File: src/rtl/floating_point_subtractor.sv
// Multi-cycle IEEE 754 single-precision subtractor (result = a - b) with valid/ready handshakes.
// Define FP_SPECIAL_EN to enable NaN/infinity handling; otherwise exponent 255 is ordinary.
module floating_point_subtractor #(
    parameter int unsigned WIDTH = 32
) (
    input  logic             clk,
    input  logic             reset_n,
    input  logic             in_valid,
    output logic             in_ready,
    input  logic [WIDTH-1:0] a,
    input  logic [WIDTH-1:0] b,
    output logic             out_valid,
    input  logic             out_ready,
    output logic [WIDTH-1:0] result,
    output logic             out_zero,
    output logic             out_overflow,
    output logic             out_invalid,
    output logic             busy
);

    typedef enum logic [2:0] {IDLE, ALIGN, ADD, NORM, DONE} state_t;

    state_t      state, state_nxt;
    logic        sign_a, sign_b, sign_r;
    logic [7:0]  exp_a, exp_b, exp_r;
    logic [23:0] mant_a, mant_b;
    logic [24:0] sum_r;
    logic [8:0]  exp_inc;
    logic        norm_done;

    logic             special_hit;
    logic             special_invalid;
    logic [WIDTH-1:0] special_result;

`ifdef FP_SPECIAL_EN
    logic a_nan, b_nan, a_inf, b_inf;
    assign a_nan = (a[30:23] == 8'hFF) && (a[22:0] != '0);
    assign b_nan = (b[30:23] == 8'hFF) && (b[22:0] != '0);
    assign a_inf = (a[30:23] == 8'hFF) && (a[22:0] == '0);
    assign b_inf = (b[30:23] == 8'hFF) && (b[22:0] == '0);
    assign special_hit     = a_nan | b_nan | a_inf | b_inf;
    // inf - inf is invalid only when both infinities share a sign
    assign special_invalid = a_nan | b_nan | (a_inf & b_inf & (a[31] == b[31]));
    assign special_result  = special_invalid ? 32'h7FC0_0000 :
                             a_inf ? {a[31], 8'hFF, 23'd0} : {~b[31], 8'hFF, 23'd0};
`else
    assign special_hit     = 1'b0;
    assign special_invalid = 1'b0;
    assign special_result  = '0;
`endif

    assign exp_inc   = {1'b0, exp_r} + 9'd1;
    assign norm_done = (sum_r == '0) || sum_r[24] || sum_r[23] || (exp_r == 8'd1);

    assign in_ready  = (state == IDLE);
    assign out_valid = (state == DONE);
    assign busy      = (state != IDLE);

    always_ff @(posedge clk or negedge reset_n) begin
        if (!reset_n) state <= IDLE;
        else          state <= state_nxt;
    end

    always_comb begin
        state_nxt = state;
        case (state)
            IDLE:    if (in_valid) state_nxt = special_hit ? DONE : ALIGN;
            ALIGN:   state_nxt = ADD;
            ADD:     state_nxt = NORM;
            NORM:    if (norm_done) state_nxt = DONE;
            DONE:    if (out_ready) state_nxt = IDLE;
            default: state_nxt = IDLE;
        endcase
    end

    always_ff @(posedge clk or negedge reset_n) begin
        if (!reset_n) begin
            sign_a       <= 1'b0;
            sign_b       <= 1'b0;
            sign_r       <= 1'b0;
            exp_a        <= '0;
            exp_b        <= '0;
            exp_r        <= '0;
            mant_a       <= '0;
            mant_b       <= '0;
            sum_r        <= '0;
            result       <= '0;
            out_zero     <= 1'b0;
            out_overflow <= 1'b0;
            out_invalid  <= 1'b0;
        end else begin
            case (state)
                IDLE: if (in_valid) begin
                    // Subtraction is addition with the subtrahend's sign flipped
                    sign_a       <= a[31];
                    sign_b       <= ~b[31];
                    exp_a        <= (a[30:23] == '0) ? 8'd1 : a[30:23];
                    exp_b        <= (b[30:23] == '0) ? 8'd1 : b[30:23];
                    mant_a       <= {(a[30:23] != '0), a[22:0]};
                    mant_b       <= {(b[30:23] != '0), b[22:0]};
                    result       <= special_hit ? special_result : '0;
                    out_zero     <= 1'b0;
                    out_overflow <= 1'b0;
                    out_invalid  <= special_invalid;
                end
                ALIGN: begin
                    if (exp_a >= exp_b) begin
                        exp_r  <= exp_a;
                        mant_b <= mant_b >> (exp_a - exp_b);
                    end else begin
                        exp_r  <= exp_b;
                        mant_a <= mant_a >> (exp_b - exp_a);
                    end
                end
                ADD: begin
                    if (sign_a == sign_b) begin
                        sum_r  <= {1'b0, mant_a} + {1'b0, mant_b};
                        sign_r <= sign_a;
                    end else if (mant_a >= mant_b) begin
                        sum_r  <= {1'b0, mant_a} - {1'b0, mant_b};
                        sign_r <= sign_a;
                    end else begin
                        sum_r  <= {1'b0, mant_b} - {1'b0, mant_a};
                        sign_r <= sign_b;
                    end
                end
                NORM: begin
                    if (sum_r == '0) begin
                        result   <= '0;
                        out_zero <= 1'b1;
                    end else if (sum_r[24]) begin
                        if (exp_inc >= 9'd255) begin
                            result       <= {sign_r, 8'hFF, 23'd0};
                            out_overflow <= 1'b1;
                        end else begin
                            result <= {sign_r, exp_inc[7:0], sum_r[23:1]};
                        end
                    end else if (sum_r[23]) begin
                        result <= {sign_r, exp_r, sum_r[22:0]};
                    end else if (exp_r == 8'd1) begin
                        result <= {sign_r, 8'h00, sum_r[22:0]};
                    end else begin
                        sum_r <= sum_r << 1;
                        exp_r <= exp_r - 8'd1;
                    end
                end
                default: ;
            endcase
        end
    end

endmodule

File: config.mk
export PLATFORM = sky130hd
export DESIGN_NAME = floating_point_subtractor
export DESIGN_NICKNAME = d
export VERILOG_FILES = /design/src/rtl/floating_point_subtractor.sv
export SDC_FILE = /design/constraint.sdc
export NUM_CORES = 1
export LEC_CHECK = 0
export ABC_AREA = 1
export CAP_MARGIN = 20
export CORE_ASPECT_RATIO = 0.7
export CORE_MARGIN = 4
export CORE_UTILIZATION = 50
export CTS_BUF_LIST = sky130_fd_sc_hd__clkbuf_8
export DETAILED_ROUTE_END_ITERATION = 12
export DONT_BUFFER_PORTS = 1
export PLACE_DENSITY = 0.69
export SLEW_MARGIN = 15
export SYNTH_ARGS = -nofsm -noshare
export SYNTH_HDL_FRONTEND = slang
export SYNTH_SLANG_ARGS = --single-unit
File: constraint.sdc
create_clock -name clk -period 6.12 [get_ports clk]
set_input_delay 1.224 -clock clk [delete_from_list [all_inputs] [get_ports clk]]
set_output_delay 1.224 -clock clk [all_outputs]
set_load 0.03 [all_outputs]
==> summary.txt <==
Slew @ Worst Pin = 1040 ps
Residual DRC count = 0
R2R depth = 13
FF+latch count, synth = 137
Largest family of logic cells by synthesized area = simple AND/OR/NAND/NOR gates
Vias in the first global route = 14,800
Post-synthesis compound-gate area fraction = 0.202
Routed len/inst = 22.1 µm
Vias = 16,200
Boundary Pins = 106
Worst-skew pair later-pin latency = 520 ps
Root buffer cell = clkbuf_8
GPL Wtd Cong = 1.06
Crit path max-delay family = simple AND/OR/NAND/NOR gates
Reg2reg start = exp_a[5]$_DFFE_PN0P_
HP Class = input port to async pin
Most frequent cells in the layout = nand2_1, nand3_1, inv_1, a21oi_1, nor2_1
Clk sink count = 137
Num CTS Buffers = 17
Levels on crit path = 13
Warnings from Yosys = 0
Die ar. = 32,400 µm²
Post-synthesis mux area share = 0
Worst r2r dst = mant_a[0]$_DFFE_PN0P_
GRT Total Usage = 0.346
Arrival time at the worst endpoint = 4160 ps
TritonRoute pass-1 iters = 8
Crit path launch = exp_a[5]$_DFFE_PN0P_
CP max stage delay = 690 ps
Clock-pin slew on the worst setup and hold paths = 100 ps
Nets = 2,371
Worst path cell trace = inv_1, ha_1, a21oi_2, nor2_1, a211oi_1, nand3_1, nand2_1, nand3_1, inv_1, nand2_1, inv_1, nor2_1, a21oi_1
Vias/cell = 6.24
Fmax = 268 MHz
CTS Buffer Depth = 2
Outcome = completed
Mean area per synthesized cell = 6.44 µm²
Final Cycle Share = 0.609
Max Cap Viol = 0
Most frequent CP cell = inv_1
Flop2flop setup slack = 2390 ps
Xor/xnor share of the synthesized area = 0.0314
WS Path Type = flop to flop
IO buf count = 0
Die W = 213 µm
# diodes = 0
Layout fillers = 3,016
Syn nets = 2,457
Register area share after synthesis = 0.232
Final hold vios = 0
Final number of max-transition violations = 0
Initial antenna violation count = 1
First-pass GRT wire length = 87,800 µm
Cell Area, Synth = 14,800 µm²
Simple-Gate Fraction of Synth Area = 0.340
CTS tree = built
CP Capture Type = flop
# setup viols final = 0
Post_cts resized = 0
Critical Path End = mant_a[0]$_DFFE_PN0P_
Tmin final = 3730 ps
Cell variety after synth = 58
Worst Path Required = 6550 ps
Largest net degree at the start of global routing = 138
Site row count = 52
Worst Clk Skew = 22.9 ps
Commonest non-fill, non-tap cell in the layout = nand2_1
Die height = 152 µm
Post-CTS Setup Inserts = 0
Rel. slew slack = 0.305
Routed WL = 57,500 µm
CP max-delay cell = nand3_1
Layout area overhead = 2.38%
Worst Path Buf+Inv = 3
CORE AREA = 29,000 µm²
Layout cells sized above 1 = 0.0590
Initial Util = 0.509
Adder-Cell Fraction of Synth Area = 0.0839
RSZ-0062 raised after global routing = false
Startpoint Class = flop
H-Tree Depth = 4
Detailed Route Iter0 Violations = 2,198
Hold Buf Count CTS = 0
TNS Setup = 0 ps
Critical Path Fanout Max = 22
HPWL Detailed = 44,600 µm
Grt total ovfl = 0
Mapped Cells = 2,293
Final ANT Viol Nets = 0
## worst min path at each step
stage | to | slack [ps] | cells past startpoint
floorplan | exp_a[7]$_DFFE_PN0P_ | 470 | 2
global placement | exp_a[7]$_DFFE_PN0P_ | 500 | 2
detailed placement | exp_a[7]$_DFFE_PN0P_ | 510 | 2
CTS | mant_a[9]$_DFFE_PN0P_ | 380 | 0
global route | sum_r[4]$_DFFE_PN0P_ | 380 | 0
finish | result[14]$_DFFE_PN0P_ | 400 | 0
## flip-flops by register name, indices dropped and copies added, names as in the netlist
signal,cells
sign_r,1
sign_a,1
sum_r,25
out_overflow,1
result,32
sign_b,1
mant_b,24
exp_b,8
mant_a,24
state,3
exp_a,8
out_zero,1
exp_r,8
## cell families after synthesis
kind of cell,Yosys count
compound gates,517
xor+xnor,53
fa+ha+maj,96
buf+inv,374
flops,137
other cells,1
simple gates,1115
## layout make-up
type                    instances  area, µm²  area share
clock buffers                  17        234      0.0155
inverters                     251        946      0.0625
well taps                     378        473      0.0313
repair buffers                 18        155      0.0103
multi-input cells            1782       9750       0.645
flip-flops and latches        137       3430       0.227
clock inverters                15        135     0.00894
## per-layer routing
layer,routed length [µm],global-route usage,up-vias
met3,7500,0.122,90
met1,25700,0.524,7641
met2,23000,0.470,923
met4,1250,0.0807,2
met5,13,0,-
li1,-,-,7544
## synthesized netlist by cell type, drive strengths merged
library cell  number  area, µm²
conb               1       3.75
or2                5       31.3
dfrtp            137       3430
a22oi             49        373
buf               72        483
a211oi             4       30.0
nor2             163        661
nand4             70        444
a31oi              4       25.0
xor2              48        420
a21boi             1       7.51
nand2            566       2240
xnor2              5       43.8
fa                 5        100
a32o              23        230
o311a              1       10.0
o211ai             4       30.0
a21oi            234       1210
o2111ai            1       8.76
inv              249        937
and2               1       8.76
and3               2       12.5
nor3b              1       7.51
nand3            277       1460
nor3              24        130
ha                91       1140
o311ai             2       17.5
clkinv             2       8.75
o31ai              2       15.0
o32ai              1       8.76
nor4               5       31.3
nand3b             1       7.51
o21bai            10       75.1
o22ai              4       25.0
a21o               8       60.1
o21ai            169        861
clkbuf            51        193
## per-stage QoR
| step | instances | hold slack (ps) | setup slack (ps) | utilization | cell area, µm² |
|---|---|---|---|---|---|
| 5_1_grt | 2598 | 377 | 2010 | 0.521 | 15100 |
| 3_3_place_gp | 2565 | 496 | 2590 | 0.507 | 14700 |
| 2_1_floorplan | 2293 | 470 | 3580 | - | 14800 |
| 4_1_cts | 2598 | 375 | 2480 | 0.521 | 15100 |
| 3_5_place_dp | 2566 | 511 | 2520 | 0.508 | 14700 |
| 6_report | 2598 | 399 | 2390 | 0.521 | 15100 |
Power is not shown: default switching activity piles up to over one toggle a cycle in this logic, so the estimate is an artifact.
